$ cat config.mk
export PLATFORM = sky130hd
export DESIGN_NAME = clk_div_gen
export DESIGN_NICKNAME = d
export VERILOG_FILES = /design/src/rtl/clk_div_pkg.sv /design/src/rtl/clk_div_channel.sv /design/src/rtl/clk_div_gen.sv
export SDC_FILE = /design/constraint.sdc
export NUM_CORES = 1
export LEC_CHECK = 0
export ABC_AREA = 1
export CAP_MARGIN = 20
export CORE_MARGIN = 10
export CORE_UTILIZATION = 31
export DETAILED_ROUTE_END_ITERATION = 12
export PLACE_DENSITY = 0.45
export SYNTH_ARGS = -nofsm -noshare
export SYNTH_HDL_FRONTEND = slang
export SYNTH_SLANG_ARGS = --single-unit
$ cat constraint.sdc
create_clock -name clk -period 2.65 [get_ports clk]
set_input_delay 0.3975 -clock clk [delete_from_list [all_inputs] [get_ports clk]]
set_output_delay 0.3975 -clock clk [all_outputs]
set_load 0.01 [all_outputs]
$ cat src/rtl/clk_div_pkg.sv
// Shared constants and helpers for the clk_div_gen divider bank.
// Optional feature macro: CLK_DIV_TICK_EN (see clk_div_channel).
package clk_div_pkg;

  localparam int unsigned DIV_W_DEF       = 16;
  localparam int unsigned DEFAULT_DIV_DEF = 5;
  localparam int unsigned MAX_CH          = 8;

  // Width of the channel-select field; never narrower than one bit.
  function automatic int unsigned ch_idx_w(input int unsigned n);
    return (n <= 1) ? 1 : $clog2(n);
  endfunction

endpackage

$ cat src/rtl/clk_div_channel.sv
// One divider channel: counter, active/pending divisor and square-wave output.
// Macro CLK_DIV_TICK_EN: when defined, a registered rising-edge tick is built;
// otherwise tick is tied low and no tick register exists.
module clk_div_channel
  import clk_div_pkg::*;
#(
  parameter int unsigned DIV_W       = DIV_W_DEF,
  parameter int unsigned DEFAULT_DIV = DEFAULT_DIV_DEF
) (
  input  logic             clk,
  input  logic             rst,
  input  logic             en,
  input  logic             sync,
  input  logic             wr,
  input  logic [DIV_W-1:0] wr_val,
  output logic             clk_out,
  output logic             tick,
  output logic [DIV_W-1:0] div_cur
);

  logic [DIV_W-1:0] cnt;
  logic [DIV_W-1:0] n_act;
  logic [DIV_W-1:0] p_div;
  logic             pf;
  logic             clk_q;

  logic [DIV_W-1:0] wr_fix;
  logic [DIV_W-1:0] p_eff;
  logic             pf_eff;
  logic             wrap;
  logic             commit;

  // Same-cycle writes are folded in before the commit decision so a write
  // landing on a wrap/sync/disabled edge takes effect on that very edge.
  always_comb begin
    wr_fix = (wr_val == '0) ? DIV_W'(1) : wr_val;
    p_eff  = wr ? wr_fix : p_div;
    pf_eff = wr | pf;
    wrap   = (cnt == n_act - DIV_W'(1));
    commit = pf_eff && (sync || !en || wrap);
  end

  // Divisor bookkeeping, counter and output toggle.
  always_ff @(posedge clk) begin
    if (rst) begin
      cnt   <= '0;
      n_act <= DIV_W'(DEFAULT_DIV);
      p_div <= DIV_W'(DEFAULT_DIV);
      pf    <= 1'b0;
      clk_q <= 1'b0;
    end else begin
      p_div <= p_eff;
      pf    <= pf_eff && !commit;
      if (commit) n_act <= p_eff;
      if (sync || !en) begin
        cnt   <= '0;
        clk_q <= 1'b0;
      end else begin
        cnt <= wrap ? '0 : cnt + DIV_W'(1);
        if (cnt == '0) clk_q <= ~clk_q;
      end
    end
  end

  assign clk_out = clk_q;
  assign div_cur = n_act;

`ifdef CLK_DIV_TICK_EN
  logic tick_q;

  // Tick marks the edge on which clk_out goes from 0 to 1.
  always_ff @(posedge clk) begin
    if (rst) tick_q <= 1'b0;
    else     tick_q <= en && !sync && (cnt == '0) && !clk_q;
  end

  assign tick = tick_q;
`else
  assign tick = 1'b0;
`endif

endmodule

$ cat src/rtl/clk_div_gen.sv
// Bank of NUM_CH independent programmable clock dividers with common sync.
// Macro CLK_DIV_TICK_EN enables the per-channel tick outputs.
module clk_div_gen
  import clk_div_pkg::*;
#(
  parameter int unsigned NUM_CH      = 2,
  parameter int unsigned DIV_W       = DIV_W_DEF,
  parameter int unsigned DEFAULT_DIV = DEFAULT_DIV_DEF
) (
  input  logic                       clk,
  input  logic                       rst,
  input  logic [NUM_CH-1:0]          en,
  input  logic                       sync,
  input  logic                       div_wr,
  input  logic [ch_idx_w(NUM_CH)-1:0] div_ch,
  input  logic [DIV_W-1:0]           div_val,
  output logic [NUM_CH-1:0]          clk_out,
  output logic [NUM_CH-1:0]          tick,
  output logic [NUM_CH*DIV_W-1:0]    div_cur
);

  localparam int unsigned CH_W = ch_idx_w(NUM_CH);

  // Out-of-range channel indices match no instance and are dropped.
  for (genvar g = 0; g < NUM_CH; g++) begin : g_ch
    localparam logic [CH_W-1:0] IDX = CH_W'(g);
    logic wr_sel;
    assign wr_sel = div_wr && (div_ch == IDX);

    clk_div_channel #(
      .DIV_W      (DIV_W),
      .DEFAULT_DIV(DEFAULT_DIV)
    ) u_ch (
      .clk    (clk),
      .rst    (rst),
      .en     (en[g]),
      .sync   (sync),
      .wr     (wr_sel),
      .wr_val (div_val),
      .clk_out(clk_out[g]),
      .tick   (tick[g]),
      .div_cur(div_cur[g*DIV_W +: DIV_W])
    );
  end

endmodule

# Word-level counts from Yosys, hierarchy flattened
# Index checks and enable logic that the tools add are counted.
# totals
regBits	100
input_bits	23
output_inout_bits	36
wordCells	45
# op_classes
addsub	4
n_eq_ne	2
muxes	3
n_bitwise	5
n_reduce_logical	21
# op_table
operator	n
zero test 16 bit	3
two-way mux 16 bit	3
adder 16 x 1 -> 16 bit (second input constant)	2
equality test 16 bit	2
subtractor 16 x 1 -> 16 bit (second input constant)	2
logical AND 1 bit	6
OR reduction 3 bit	2
zero test 1 bit	4
logical OR 1 bit	4
OR reduction 2 bit	2
NOT 1 bit	3
bitwise OR 1 bit	2

# Logic depth before layout (Yosys ltp)
# depth
depth_word	6
ltp_mapped	17
ltp_nobuf	16

# Cells and area by module
# Synthesis repeated with hierarchy kept, for this count alone.
# hier_totals
hier_cells	797
hier_area_um2	5509.0
# by_module_without_submodules
mod	n_inst	cells_each	area_each_um2	seq_area_each_um2
clk_div_channel (g_ch[0].u_ch)	1	404	2777.7	1001.0
clk_div_channel (g_ch[1].u_ch)	1	389	2713.9	1001.0
clk_div_gen	1	4	17.5	0.0

# Worst setup path before layout
# No wires, ideal clock.
# synth_path
kind	flip-flop to flip-flop
start	register g_ch[1].u_ch.n_act[0]
end	register g_ch[1].u_ch.n_act[1]
setup_time_ps	115
t_arrival_ps	1802
required_time_ps	2535
setup_slack_ps	733
stages_incl_launch_ff	17
n_path_buf	1
period_less_slack_ps	1917
path_cell_list	dfxtp_1 -> inv_2 -> ha_1 -> inv_1 -> nand2_1 -> nand2_1 -> nor2_1 -> nand2_1 -> nor2_1 -> nand3_1 -> nor2_1 -> nand4_1 -> nand2_2 -> buf_4 -> nand3_1 -> nand2_1 -> nor2_1
# synth_via
elab_chain_cells	4
# synth_rtl
element	line_no	source
from (decl)	clk_div_channel.sv:22	logic [DIV_W-1:0] n_act;
from (signal assigned)	clk_div_channel.sv:47	n_act <= DIV_W'(DEFAULT_DIV);
from (signal assigned)	clk_div_channel.sv:54	if (commit) n_act <= p_eff;
subtractor 16 x 1 -> 16 bit	clk_div_channel.sv:39	wrap = (cnt == n_act - DIV_W'(1));
equality test 16 bit	clk_div_channel.sv:39	
logical OR 1 bit	clk_div_channel.sv:40	commit = pf_eff && (sync || !en || wrap);
logical AND 1 bit	clk_div_channel.sv:40	
# Every way passes these cells.
# A chain may end at the register's enable or synchronous reset.

# Final worst setup path
# layout_path
start	register g_ch[1].u_ch.n_act[0]
end	register g_ch[1].u_ch.n_act[2]
# Same word-level chain as after synthesis.

==> results by group <==
Global route
  • Global route hottest layer: met2
  • Antenna violations before repair: 0
  • Met2 usage: 19.5%
  • Met1 Track Usage GR: 17.3%
  • GRT overflow: 0
  • Largest net degree at the start of global routing: 35
  • First-pass GRT wire length: 24800 um
  • Vias in the first global route: 4768
  • Total GRT Usage: 12.8%
  • Met3 usage in global routing: 2.43%

Power
  • Overall power: 3.70 mW
  • Clock power share: 39.0%
  • Internal cell power: 2.69 mW
  • NetSw: 1.02 mW
  • Peak supply drop: 0.000330 V
  • Seq pwr share: 44.4%
  • Comb pwr share: 16.6%
  • Pleak: 2.69 nW
  • Sw Ratio: 27.5%
  • Power Density: 572 nW/um^2

Clocking
  • Post-CTS Hold Buffers: 0
  • Longest Clk Path Bufs: 2
  • Worst-path clk slew: 0.07 ns
  • Clk_lat worst skew: 0.35 ns
  • H-tree levels: 3
  • Resized cells post-CTS: 0
  • Setup bufs post-CTS: 0
  • CTS root buffer: clkbuf_16
  • CTS buffer count: 9
  • TritonCTS clock tree: built
  • Clock sinks: 100

Floorplanning
  • Die footprint: 23100 um^2
  • Die width: 152 um
  • # IOs: 59
  • Row cnt: 48
  • Die height: 152 um
  • CORE AREA: 17200 um^2
  • Initial core utilization: 31.5%

Synth
  • Ys flop type: dfxtp_1
  • Syn Std Cell Area: 5410 um^2
  • Seq/Total Area, Yosys: 37.0%
  • Yosys warns: 0
  • Avg Inst Size Synth: 6.81 um^2
  • Cell accounting for the most synthesized area: dfxtp_1
  • Yosys reg bits: 100
  • Ranking of synthesized cells by area: dfxtp_1 (37%), nand2_1 (13%), nor2_1 (9.1%), nand3_1 (5.5%), inv_1 (4.6%)
  • Synth Instances: 795
  • Post-synth EDFFs: 0
  • Yosys top cell area share: 37.0%
  • Distinct cells, synth: 37
  • Asr flop ratio synth: 0%

Critical path
  • Reg2reg setup slack: 0.34 ns
  • Crit end category: flop
  • Worst R2R Path Depth: 14
  • Reg2reg end: g_ch[1].u_ch.div_cur[2]
  • Reg2reg start: g_ch[1].u_ch.div_cur[0]
  • WS Path Type: flop to flop
  • Crit path max fanout: 31
  • Crit path launch: g_ch[1].u_ch.div_cur[0]
  • Worst setup SP type: flop
  • Worst path arrival time: 2.54 ns
  • Data required time of the worst path: 2.88 ns

Outcome
  • Status: completed

Min path
  • WHS Path Cells: 2
  • Hold Path End: g_ch[0].u_ch.clk_out
  • Source of the worst hold timing path: g_ch[0].u_ch.clk_out
  • Tightest Hold Check Type: flop to flop

Cells and area
  • Fillers: 1900
  • Diodes inserted: 0
  • Final non-filler cell total: 1069
  • Fraction of layout cells with a size suffix above 1: 7.23%
  • Core Util, Final: 37.7%
  • Nets: 868
  • Multi-input logic area: 2960 um^2
  • Final instance area: 6470 um^2
  • Register area: 2000 um^2
  • Synth-to-layout area growth: 19.6%

STA
  • Accumulated negative setup slack: 0 ns
  • Final Hold Viols: 0
  • Number of setup violations in the final report: 0
  • Max Clock Skew: 0.00669 ns
  • Top achievable clock speed: 433 MHz
  • Max-slew violations: 0
  • Clock period minus worst slack: 2.31 ns
  • Final setup margin: 0.342 ns
  • RSZ-0062 raised after global routing: false
  • Fin Hold WS: 0.471 ns
  • Final period util: 87.1%

Route
  • WL/cell: 13.8 um
  • Post-route ant nets: 0
  • Via density: 4.58
  • Pre-Repair DR Iteration Count: 5
  • Initial DRC count: 271
  • DRC errors left: 0
  • DR vias: 4891
  • Routed wire length: 14800 um

Placed design
  • DP Worst Slack: 0.179 ns
  • GP Congestion: 0.832
  • Port bufs: 56
  • DP HPWL: 11600 um
  • Dpl cell area: 6140 um^2
  • Placed cell count: 1053

Run
  • Max_cap viols: 0
registers in the layout, indices dropped and copies added (netlist names):
register           count
g_ch.u_ch.pf           2
g_ch.u_ch.clk_out      2
g_ch.u_ch.div_cur     32
g_ch.u_ch.p_div       32
g_ch.u_ch.cnt         32
worst max-delay path, cell delays in order (launching register included):
cell and delay (ns):
dfxtp_1 0.41, inv_2 0.07, ha_1 0.26, nand2_2 0.14
clkinv_1 0.09, nand2_1 0.07, nand2_1 0.05, nor2_1 0.09
nand3_1 0.09, nor2_1 0.10, nand4_1 0.22, nand2_4 0.33
nand2_1 0.11, nand2_1 0.08, nand3_1 0.06
area by class of cell:
type	instances	share of cell area, %
well taps	225	4.35
multi-input cells	590	45.7
flip-flops and latches	100	30.9
inverters	72	4.18
clock inverters	6	1.35
repair buffers	66	9.82
clock buffers	10	3.69
cell families after synthesis:
kind of cell             synth area share [%]
AO/OA/AOI/OAI                            7.24
XOR/XNOR                                 7.08
adder cells (fa/ha/maj)                  1.39
buffers and inverters                    8.58
flip-flops                               37.0
multiplexers                            0.370
other                                  0.0693
AND/OR/NAND/NOR                          38.3
worst max-delay path by stage:
stage	to	slack, ns	cells past startpoint
2_1_floorplan	g_ch[1].u_ch.div_cur[1]	0.73	16
6_report	g_ch[1].u_ch.div_cur[2]	0.34	14
3_5_place_dp	g_ch[1].u_ch.div_cur[2]	0.18	14
4_1_cts	g_ch[1].u_ch.div_cur[2]	0.16	14
3_3_place_gp	g_ch[1].u_ch.div_cur[0]	0.21	14
5_1_grt	g_ch[0].u_ch.div_cur[6]	0.02	14
cells in the mapped netlist (3+ instances only):
| cell | count |
|---|---|
| nand3b_1 | 14 |
| buf_2 | 8 |
| nand4_1 | 10 |
| nor2_1 | 131 |
| nand2_1 | 190 |
| a21oi_1 | 39 |
| inv_2 | 4 |
| o21ai_0 | 33 |
| a31oi_1 | 3 |
| buf_1 | 3 |
| nor3_1 | 5 |
| ha_1 | 6 |
| nand2_2 | 6 |
| xor2_1 | 25 |
| buf_6 | 5 |
| buf_4 | 5 |
| nor2_2 | 11 |
| inv_1 | 67 |
| nor2_4 | 4 |
| nor3b_1 | 7 |
| nor4_1 | 9 |
| clkbuf_1 | 13 |
| nor3_2 | 5 |
| nand3_1 | 60 |
| dfxtp_1 | 100 |
| xnor2_1 | 16 |
layout by cell type, fill, tap and decap left out:
cell type and count:
a31oi_1 3, bufinv_16 2, dfxtp_1 100, nor2_2 12, nand2_4 1, or2_0 2
nand4_1 10, clkbuf_8 1, clkinv_2 1, nand2_1 190, nor4_1 9, clkinvlp_4 3
conb_1 2, o21ai_0 33, nor2_4 4, nor3_1 5, nor3b_1 7, nand3_2 2
ha_1 6, clkinv_1 1, o21bai_1 1, buf_4 10, a21oi_1 39, and2_1 2
xor2_1 25, mux2i_1 2, inv_1 67, o21ai_1 1, or2_1 1, nor3_2 5
nand3b_1 14, nand3_1 60, xnor2_1 16, clkdlybuf4s50_1 56, nor2_1 130, xor3_1 1
clkbuf_16 9, inv_2 4, or2_2 2, nand2_2 5
per-layer routing:
layer / routed length [um] / part of all wire (%) / vias up
met4: 243 / 1.6 / 0
met3: 511 / 3.5 / 12
li1: - / - / 2608
met1: 7560 / 51 / 2209
met5: 0 / 0 / -
met2: 6460 / 44 / 62
power groups by stage:
| stage | Clock [mW] | Sequential [mW] | Combinational (mW) |
|---|---|---|---|
| after floorplan | 0 | 1.67 | 0.401 |
| after global placement | 0 | 1.68 | 0.616 |
| after detailed placement | 0 | 1.68 | 0.619 |
| after CTS | 1.50 | 1.65 | 0.622 |
| after global routing | 1.55 | 1.66 | 0.703 |
| final | 1.44 | 1.65 | 0.613 |
Note: power is estimated with default switching activity, not from simulation.
